==> src/rtl/us_sched_pkg.sv <==
// Shared types for the us frame sequencer.
//   state_t    : sequencer FSM states
//   GUARD_CYC  : cycles a wait state ignores its flag after entry
//   lowest_set : index of the lowest set bit of an 8-bit mask (0 if none)
package us_sched_pkg;

    typedef enum logic [2:0] {
        IDLE   = 3'd0,
        SYNC   = 3'd1,
        LOAD   = 3'd2,
        WAIT_P = 3'd3,
        FIRE   = 3'd4,
        WAIT_D = 3'd5,
        NEXT   = 3'd6,
        FLIP   = 3'd7
    } state_t;

    localparam int GUARD_CYC = 2;

    function automatic logic [2:0] lowest_set(input logic [7:0] m);
        logic [2:0] idx;
        idx = '0;
        // Descending scan so the last hit wins, leaving the lowest index.
        for (int i = 7; i >= 0; i--) begin
            if (m[i]) idx = 3'(i);
        end
        return idx;
    endfunction

endpackage

==> src/rtl/us_sched_pick.sv <==
// Next-set-bit finder: lowest set bit of mask strictly above idx.
//   mask     : in  8  channel mask
//   idx      : in  3  current index
//   next_idx : out 3  next set index above idx (0 when none)
//   found    : out 1  a set bit above idx exists
module us_sched_pick (
    input  logic [7:0] mask,
    input  logic [2:0] idx,
    output logic [2:0] next_idx,
    output logic       found
);

    always_comb begin
        next_idx = '0;
        found    = 1'b0;
        for (int i = 7; i >= 0; i--) begin
            if (mask[i] && (3'(i) > idx)) begin
                next_idx = 3'(i);
                found    = 1'b1;
            end
        end
    end

endmodule

==> src/rtl/us_sched.sv <==
// Frame sequencer for one us acquisition channel. Each trigger (external
// pulse or internal period timer) issues one sync, then walks the enabled
// sub-channels in ascending order doing load -> param wait -> sub-sync ->
// done wait, and finally flips the data_buf write half.
//   clk, rst_n        : clock, synchronous active-low reset
//   i_enable          : scheduler enable, low aborts the frame
//   i_int_mode        : 1 = period timer trigger, 0 = i_ext_trig
//   i_ext_trig        : external trigger pulse
//   i_period          : internal trigger period (0 = off)
//   i_ch_mask         : sub-channel enable mask
//   i_timeout         : per-wait limit (0 = infinite)
//   i_clr_err         : clears sticky flags
//   i_param_done/i_done : handshake flags from us
//   o_sync, o_load_param, o_sub_sync, o_sub_channel, o_wr_half : to us
//   o_rd_half         : readable half (~o_wr_half)
//   o_busy, o_frame_done, o_frame_cnt : frame status
//   o_overrun, o_tmo_err : sticky error flags
module us_sched
    import us_sched_pkg::*;
#(
    parameter int CH_NUM = 8,
    parameter int TMO_W  = 16,
    parameter int PER_W  = 24
) (
    input  logic             clk,
    input  logic             rst_n,
    input  logic             i_enable,
    input  logic             i_int_mode,
    input  logic             i_ext_trig,
    input  logic [PER_W-1:0] i_period,
    input  logic [7:0]       i_ch_mask,
    input  logic [TMO_W-1:0] i_timeout,
    input  logic             i_clr_err,
    input  logic             i_param_done,
    input  logic             i_done,
    output logic             o_sync,
    output logic             o_load_param,
    output logic             o_sub_sync,
    output logic [2:0]       o_sub_channel,
    output logic             o_wr_half,
    output logic             o_rd_half,
    output logic             o_busy,
    output logic             o_frame_done,
    output logic [15:0]      o_frame_cnt,
    output logic             o_overrun,
    output logic             o_tmo_err
);

    localparam logic [7:0] CH_BITS = 8'((16'd1 << CH_NUM) - 16'd1);

    state_t           state, state_nxt;
    logic [PER_W-1:0] per_cnt;
    logic [TMO_W-1:0] cnt;
    logic [7:0]       mask_lat;
    logic [2:0]       ptr;
    logic             wr_half;
    logic [15:0]      frame_cnt;
    logic             overrun, tmo_err;

    logic [7:0] eff_mask;
    logic       per_run, period_tick, trig;
    logic       wait_st, guard_ok, tmo_hit, progress, tmo_set;
    logic [2:0] pick_idx;
    logic       pick_found;

    assign eff_mask = i_ch_mask & CH_BITS;

    // Period timer: free-runs 0..i_period-1 only while enabled in int mode.
    assign per_run     = i_enable && i_int_mode && (i_period != '0);
    assign period_tick = per_run && (per_cnt == i_period - PER_W'(1));
    assign trig        = i_int_mode ? period_tick : i_ext_trig;

    always_ff @(posedge clk) begin
        if (!rst_n)
            per_cnt <= '0;
        else if (!per_run || (per_cnt >= i_period - PER_W'(1)))
            per_cnt <= '0;
        else
            per_cnt <= per_cnt + PER_W'(1);
    end

    // Wait-state qualifiers. The flag from us still holds its previous value
    // for a couple of cycles after a request, so it is masked by the guard.
    assign wait_st  = (state == WAIT_P) || (state == WAIT_D);
    assign guard_ok = cnt >= TMO_W'(GUARD_CYC);
    assign tmo_hit  = (i_timeout != '0) && (cnt >= i_timeout);
    assign progress = guard_ok && ((state == WAIT_P) ? i_param_done : i_done);
    assign tmo_set  = i_enable && wait_st && tmo_hit && !progress;

    us_sched_pick u_pick (
        .mask     (mask_lat),
        .idx      (ptr),
        .next_idx (pick_idx),
        .found    (pick_found)
    );

    // State register
    always_ff @(posedge clk) begin
        if (!rst_n) state <= IDLE;
        else        state <= state_nxt;
    end

    // Next-state logic
    always_comb begin
        state_nxt = state;
        if (!i_enable) begin
            state_nxt = IDLE;
        end else begin
            case (state)
                IDLE:    if (trig && (eff_mask != '0)) state_nxt = SYNC;
                SYNC:    state_nxt = LOAD;
                LOAD:    state_nxt = WAIT_P;
                WAIT_P:  if (progress) state_nxt = FIRE;
                         else if (tmo_hit) state_nxt = NEXT;
                FIRE:    state_nxt = WAIT_D;
                WAIT_D:  if (progress || tmo_hit) state_nxt = NEXT;
                NEXT:    state_nxt = pick_found ? LOAD : FLIP;
                FLIP:    state_nxt = IDLE;
                default: state_nxt = IDLE;
            endcase
        end
    end

    // Outputs
    always_comb begin
        o_sync       = (state == SYNC);
        o_load_param = (state == LOAD);
        o_sub_sync   = (state == FIRE);
        o_frame_done = (state == FLIP) && i_enable;
        o_busy       = (state != IDLE) && (state != FLIP);
    end

    assign o_sub_channel = ptr;
    assign o_wr_half     = wr_half;
    assign o_rd_half     = ~wr_half;
    assign o_frame_cnt   = frame_cnt;
    assign o_overrun     = overrun;
    assign o_tmo_err     = tmo_err;

    // Frame datapath: mask/pointer, wait counter, buffer half, flags.
    always_ff @(posedge clk) begin
        if (!rst_n) begin
            mask_lat  <= '0;
            ptr       <= '0;
            cnt       <= '0;
            wr_half   <= 1'b0;
            frame_cnt <= '0;
            overrun   <= 1'b0;
            tmo_err   <= 1'b0;
        end else begin
            if (state == IDLE && state_nxt == SYNC) begin
                mask_lat <= eff_mask;
                ptr      <= lowest_set(eff_mask);
            end else if (state == NEXT && state_nxt == LOAD) begin
                ptr <= pick_idx;
            end

            // Zero on any entry to a wait state; saturate so an infinite
            // wait never wraps back into the guard window.
            if (wait_st && state_nxt == state)
                cnt <= (&cnt) ? cnt : cnt + TMO_W'(1);
            else
                cnt <= '0;

            if (state == FLIP && i_enable) begin
                wr_half   <= ~wr_half;
                frame_cnt <= frame_cnt + 16'd1;
            end

            if (trig && state != IDLE) overrun <= 1'b1;
            else if (i_clr_err)        overrun <= 1'b0;

            if (tmo_set)        tmo_err <= 1'b1;
            else if (i_clr_err) tmo_err <= 1'b0;
        end
    end

endmodule

==> config.mk <==
export PLATFORM = sky130hd
export DESIGN_NAME = us_sched
export DESIGN_NICKNAME = d
export VERILOG_FILES = /design/src/rtl/us_sched_pkg.sv /design/src/rtl/us_sched_pick.sv /design/src/rtl/us_sched.sv
export SDC_FILE = /design/constraint.sdc
export NUM_CORES = 1
export LEC_CHECK = 0
export BUFFER_PORTS_ARGS = -buffer_cell sky130_fd_sc_hd__buf_2
export CAP_MARGIN = 10
export CORE_ASPECT_RATIO = 2
export CORE_MARGIN = 10
export CORE_UTILIZATION = 45
export DETAILED_ROUTE_END_ITERATION = 8
export GPL_ROUTABILITY_DRIVEN = 0
export HOLD_SLACK_MARGIN = 0.05
export PLACE_DENSITY = 0.66
export SYNTH_ARGS = -nofsm -noshare
export SYNTH_HDL_FRONTEND = slang
export SYNTH_SLANG_ARGS = --single-unit
==> constraint.sdc <==
create_clock -name clk -period 4.85 [get_ports clk]
set_input_delay 0.485 -clock clk [delete_from_list [all_inputs] [get_ports clk]]
set_output_delay 0.485 -clock clk [all_outputs]
set_load 0.01 [all_outputs]
==> results of run 1 <==
## per-layer routing
layer  vias up  global-route usage [%]  share of wire (%)  routed length, µm
met5         -                       0                  0                  0
met4         0                   9.037                3.7                480
met3        32                   3.101                4.5                589
met2       108                   32.41                 56               7241
met1      2154                   14.96                 36               4691
li1       2346                       -                  -                  -
## path summary, 6_finish.rpt
path                                   start               end  slack [ns]
worst max register to register        cnt[0]            cnt[1]        2.34
worst max-delay path             i_period[7]  o_sub_channel[2]        0.81
worst min-delay path            i_ch_mask[7]       mask_lat[7]        0.47
worst min register to register     o_tmo_err         o_tmo_err        0.51
## cell usage in the layout (no fill, tap or decap), types with 2 or more instances in the layout
master	instances
a21o_1	2
o21ai_0	19
clkbuf_16	9
dfxtp_1	72
nand4b_1	2
ha_1	46
nand3_1	33
o21a_1	4
bufinv_16	3
nor4b_1	2
mux2i_1	10
a31oi_1	3
nor4_1	19
or2_2	2
nor2b_1	17
buf_4	3
o31ai_1	2
nand3b_1	5
a41oi_1	2
and2_1	25
xor2_1	31
nand2_1	45
clkbuf_8	2
nor3_1	28
or3_1	4
a21oi_1	19
xnor2_1	39
inv_1	36
o311a_1	2
nor3b_1	3
nand4_1	21
nand2b_1	3
and4_1	9
a2111oi_0	4
a211oi_1	3
nor2_1	59
buf_2	83
and3_1	4
## stage by stage
step                      worst slack, ns  cell area [µm²]  cells  power, mW
after global routing               0.5373             5876    838      1.561
after detailed placement           0.4257             5520    822     0.7418
after floorplan                    0.7941             4985    614     0.6856
final                              0.8051             5876    838      1.506
after global placement             0.5412             5520    822     0.7372
after CTS                          0.7729             5876    838      1.517
## worst reg2reg max path, cell delays in order (launching register included)
cell       delay, ns
dfxtp_1         0.39
inv_1           0.09
ha_1            0.20
nor4_1          0.21
nand4_1         0.24
nand2_1         0.16
nand4_1         0.60
a2111oi_0       0.51
## power groups by stage
stage | Combinational [mW] | Sequential (mW) | Clock, mW
after detailed placement | 0.126 | 0.616 | 0
after global placement | 0.121 | 0.616 | 0
final | 0.126 | 0.604 | 0.776
after CTS | 0.126 | 0.603 | 0.787
after floorplan | 0.0730 | 0.613 | 0
after global routing | 0.142 | 0.604 | 0.814
## final cells by class
class | instances | area [µm²] | share of cell area, %
clock buffers | 11 | 252.7 | 4.302
clock inverters | 5 | 102.6 | 1.746
inverters | 36 | 135.1 | 2.300
multi-input cells | 488 | 3331 | 56.69
flip-flops and latches | 72 | 1441 | 24.53
well taps | 140 | 175.2 | 2.981
repair buffers | 86 | 437.9 | 7.453
## state kept, by name, indices dropped and copies added, names as in the netlist
register / count
o_wr_half: 1
o_frame_cnt: 16
o_sub_channel: 3
mask_lat: 7
o_tmo_err: 1
state: 3
cnt: 16
o_overrun: 1
per_cnt: 24
## kinds of logic after synthesis
kind of cell    count (synthesis)
compound gates                 75
xor+xnor                       70
fa+ha+maj                      46
buf+inv                        54
flops                          72
mux                            11
simple gates                  286
==> key figures, run 1 <==
Run status
  • Status: complete, no violations

Synth
  • Synthesis Warnings: 0
  • Syn_nets: 716
  • Post-Synthesis Cells: 614
  • Async SR Flop Fraction: 0%
  • Main combinational cell family by area after synthesis: simple AND/OR/NAND/NOR gates
  • Post-synthesis mux area share: 2.234%
  • Synth Area in XOR/XNOR: 12.30%
  • Post-synth top cells: dfxtp_1, nor2_1, ha_1
  • Synthesized area: 4985 µm²
  • Post-Synth Simple-Gate Area: 30.40%
  • Top cells by area, synth: dfxtp_1, ha_1, xnor2_1, xor2_1, nor2_1
  • Compound-cell area share of the yosys netlist: 10.34%
  • Yosys reg bits: 72
  • Count leader, synth: dfxtp_1
  • Synth top area share: 28.92%
  • Synth area leader: dfxtp_1
  • Sequential cell area fraction in the yosys report: 28.92%
  • Top_reg_cell synth: dfxtp_1
  • Cell variety after synth: 58
  • EDFF count, synth: 0
  • Avg Cell Area, Syn: 8.119 µm²
  • Synth Area in Adders: 11.55%

Clock tree
  • Postcts setup bufs: 0
  • TritonCTS clock tree: yes
  • Clock-pin transition on the worst setup and hold timing paths: 0.06 ns
  • Cts hold-fix bufs: 0
  • Clock Root Buffer: clkbuf_16
  • Longest Clk Path Bufs: 2
  • Number of H-tree levels: 3
  • Sink Count: 72
  • Skew-Pair Late Insertion Delay: 0.33 ns
  • Inserted Clock Buffers: 9
  • Post-CTS Resized: 0

Worst setup path
  • WP data arrival: 4.26 ns
  • Startpoint Class: input pin
  • Stages on the worst setup path: 14
  • Slowest library cell on the worst path: nor4_2
  • Worst setup path class: input pin to flip-flop
  • CP Cell Sequence: buf_2 -> or4_4 -> or3_4 -> or2_2 -> nor4_1 -> xnor2_1 -> ha_1 -> nand4_1 -> nor4_2 -> o311ai_4 -> a21oi_2 -> buf_4 -> o21ai_0 -> o311a_1
  • Worst Reg-to-Reg Cells: 7
  • Crit-path max FO: 13
  • Worst Path Buf+Inv: 2
  • Critical Path Max Stage Delay: 0.61 ns
  • Top cell family by delay on the critical path: simple AND/OR/NAND/NOR gates
  • Worst Path Required: 5.07 ns
  • Worst Setup End Kind: flip-flop

Finish
  • Layout cells sized above 1: 16.33%
  • Final Core Density: 54.01%
  • Filler instances: 1042
  • Antenna cell count: 0
  • Final net count: 795
  • Layout area overhead: 17.87%

STA
  • Final hold vios: 0
  • Fin crit period: 4.045 ns
  • Worst slew pin tran: 0.7455 ns
  • Peak Freq: 247.2 MHz
  • Skew final: 0.008425 ns
  • Final setup fails: 0
  • Fin Setup TNS: 0 ns
  • Max-slew headroom: 49.84%
  • Slew Limit Fails: 0
  • Fin crit share: 83.40%
  • Hold WS: 0.4658 ns
  • RSZ-0062 raised after global routing: false

Routing
  • Via count: 4640
  • Via density: 5.537
  • Detailed Route WL: 13000 µm
  • Iter 0 DRT Violations: 256
  • Routed Antenna Nets: 0
  • Post-route DRC: 0
  • First-pass DRT Iterations: 4
  • Avg WL per Cell: 15.52 µm

Floorplan
  • # rows: 54
  • Die height: 168.8 µm
  • Chip width: 94.42 µm
  • Starting Density: 45.82%
  • I/O Pins: 84
  • Die Area: 15940 µm²
  • Core area: 10880 µm²

Job
  • Max-Cap Viols: 0

Power and ir drop
  • Combinational fraction of design power: 8.4%
  • P_int: 1.181 mW
  • PwrDens: 256.3 nW/µm²
  • Worst vdd ir: 0.2546 mV
  • Switch Pwr: 0.3250 mW
  • Clock share of power: 51.6%
  • Sw Ratio: 21.58%
  • LEAKAGE: 2.375 nW
  • Sequential power share: 40.1%

Global route
  • First-pass GRT wire length: 21740 µm
  • GR Overflow Total: 0
  • Vias in the first global route: 4866
  • Pin count of the biggest net entering global routing: 31
  • All-layer global routing usage: 16.59%
  • Initial antenna violation count: 0

Hold path
  • Hold Path Depth: 3
  • Min-Delay Path Class: input pin to flip-flop

Placement
  • HPWL Detailed: 10690 µm
  • IO buf count: 83
(Power assumes the default switching activity.)
==> run 2, diff against run 1 <==
Clock period 4.85 ns to 4 ns, I/O delays scaled along.
==> run 2 against run 1 <==
  * Cell count is 0.36% higher
  * Die area stayed put
  * Routed wire length is 0.92% lower
  * Critical endpoint is now mask_lat[7]
  * Largest power group unchanged
==> key figures, run 2 (synthesis gave the netlist of run 1 again) <==
Run status
  • Status: complete, no violations

Floorplan
  • I/O Pins: 84 (unchanged)
  • Chip width: 94.42 µm (unchanged)
  • Starting Density: 45.82% (unchanged)
  • # rows: 54 (unchanged)
  • Die height: 168.8 µm (unchanged)
  • Core area: 10880 µm² (unchanged)
  • Die Area: 15940 µm² (unchanged)

Worst setup path
  • Worst Path Required: 4.22 ns (-0.85 ns)
  • Critical Path Max Stage Delay: 0.54 ns (-0.07 ns)
  • Worst Path Buf+Inv: 3 (+1)
  • Startpoint Class: input pin
  • Worst setup path class: input pin to flip-flop
  • Top cell family by delay on the critical path: simple AND/OR/NAND/NOR gates
  • Worst Setup End Kind: flip-flop
  • WP data arrival: 3.85 ns (-0.41 ns)
  • Crit-path max FO: 13 (unchanged)
  • Slowest library cell on the worst path: or4_4
  • CP Cell Sequence: buf_2 -> or4_4 -> or3_4 -> or2_2 -> nor4_1 -> xnor2_1 -> ha_1 -> nand4_1 -> nor4_2 -> buf_4 -> o311ai_4 -> a21oi_2 -> buf_12 -> mux2i_1 -> nor2b_1

STA
  • Peak Freq: 276.0 MHz
  • Max-slew headroom: 43.43% (-6.4 points)
  • Final setup fails: 0 (unchanged)
  • Slew Limit Fails: 0 (unchanged)
  • Fin crit period: 3.623 ns
  • RSZ-0062 raised after global routing: false
  • Final hold vios: 0 (unchanged)
  • Fin Setup TNS: 0 ns (unchanged)
  • Fin crit share: 90.56%
  • Skew final: 0.008877 ns (+0.0004513 ns)
  • Worst slew pin tran: 0.8409 ns (+0.09537 ns)

Finish
  • Largest register FFs: 24 (unchanged)
  • Biggest register: per_cnt
  • Final net count: 799 (+0.50%)
  • Layout area overhead: 18.75%
  • Layout cells sized above 1: 16.69% (+0.36 points)
  • Sequential cell area: 1441 µm² (unchanged)
  • Filler instances: 1059 (+1.6%)
  • Antenna cell count: 0 (unchanged)
  • Final Core Density: 54.42% (+0.40 points)
  • Area of the multi-input gates: 3331 µm² (unchanged)
  • Leading cell type in the layout, fill and taps excluded: buf_2
  • Commonest cells after routing, fill and taps aside: buf_2, dfxtp_1, nor2_1

Routing
  • First-pass DRT Iterations: 4 (unchanged)
  • Post-route DRC: 0 (unchanged)
  • Via count: 4674 (+0.73%)
  • Routed Antenna Nets: 0 (unchanged)
  • Via density: 5.558 (+0.37%)
  • Detailed Route WL: 12880 µm (-0.92%)
  • Avg WL per Cell: 15.32 µm (-1.3%)
  • Iter 0 DRT Violations: 189 (-26%)

Placement
  • HPWL Detailed: 10650 µm (-0.33%)
  • IO buf count: 83 (unchanged)

Clock tree
  • Cts hold-fix bufs: 0 (unchanged)
  • Inserted Clock Buffers: 9 (unchanged)
  • Postcts setup bufs: 0 (unchanged)
  • Post-CTS Resized: 0 (unchanged)
  • Clock-pin transition on the worst setup and hold timing paths: 0.06 ns (about the same)
  • Skew-Pair Late Insertion Delay: 0.34 ns (about the same)
  • Number of H-tree levels: 3 (unchanged)
  • Clock Root Buffer: clkbuf_16
  • Longest Clk Path Bufs: 2 (unchanged)
  • TritonCTS clock tree: yes
  • Sink Count: 72 (unchanged)

Power and ir drop
  • P_int: 1.415 mW (+20%)
  • LEAKAGE: 2.393 nW (+0.78%)
  • Switch Pwr: 0.3908 mW (+20%)
  • PwrDens: 305.0 nW/µm² (+19%)
  • Worst vdd ir: 0.1909 mV (-25%)
  • Combinational fraction of design power: 8.6% (+0.2 points)
  • Sequential power share: 40.5% (+0.4 points)
  • Clock share of power: 50.9% (-0.7 points)
  • Sw Ratio: 21.64% (+0.064 points)

Global route
  • Initial antenna violation count: 0 (unchanged)
  • GR Overflow Total: 0 (unchanged)
  • Vias in the first global route: 4887 (+0.43%)
  • All-layer global routing usage: 16.21% (-0.37 points)
  • First-pass GRT wire length: 21330 µm (-1.9%)
  • Pin count of the biggest net entering global routing: 31 (unchanged)

Hold path
  • Min-Delay Path Class: input pin to flip-flop

Job
  • Max-Cap Viols: 0 (unchanged)
-- run 2: layer usage --
layer  global-route usage, %  share of wire (%)  routed length (µm)
met4                   9.834                4.3                 554
met2                   31.09                 55                7109
met5                       0                  0                   0
met1                   14.54                 36                4624
met3                   3.367                4.6                 594
-- run 2: area by class of cell --
class | count | area share (%)
tap | 140 | 2.959
sequential | 72 | 24.35
timing repair buffer | 90 | 8.328
multi-input combinational | 488 | 56.27
clock inverter | 5 | 1.776
inverter | 36 | 2.283
clock buffer | 10 | 4.037
-- run 2: final timing paths --
kind	depth (start not counted)	slack, ns	end	from
min	3	0.37	mask_lat[2]	i_ch_mask[2]
max	15	0.38	mask_lat[7]	i_period[7]
max reg2reg	8	1.49	state[0]	cnt[0]
min reg2reg	2	0.51	o_tmo_err	o_tmo_err
-- run 2: power groups by stage --
stage / Combinational, mW / Sequential [mW] / Clock, mW
floorplan: 0.0885 / 0.743 / 0
global placement: 0.151 / 0.747 / 0
detailed placement: 0.156 / 0.747 / 0
CTS: 0.157 / 0.731 / 0.933
global route: 0.176 / 0.732 / 0.963
finish: 0.156 / 0.732 / 0.918
-- run 2: worst min-delay path, stage by stage --
cell and delay, ns:
buf_2 0.11, mux2i_1 0.07, nor2b_1 0.09
-- run 2: stage by stage --
| step | total power, mW | hold slack, ns | worst slack, ns | area [µm²] | cells |
|---|---|---|---|---|---|
| 6_report | 1.806 | 0.3747 | 0.3774 | 5919 | 841 |
| 5_1_grt | 1.872 | 0.4095 | 0.2104 | 5919 | 841 |
| 4_1_cts | 1.821 | 0.3695 | 0.3603 | 5919 | 841 |
| 3_5_place_dp | 0.9032 | 0.4920 | 0.01488 | 5575 | 826 |
| 3_3_place_gp | 0.8975 | 0.4805 | 0.06849 | 5575 | 826 |
| 2_1_floorplan | 0.8313 | 0.4525 | 0.02907 | 4985 | 614 |
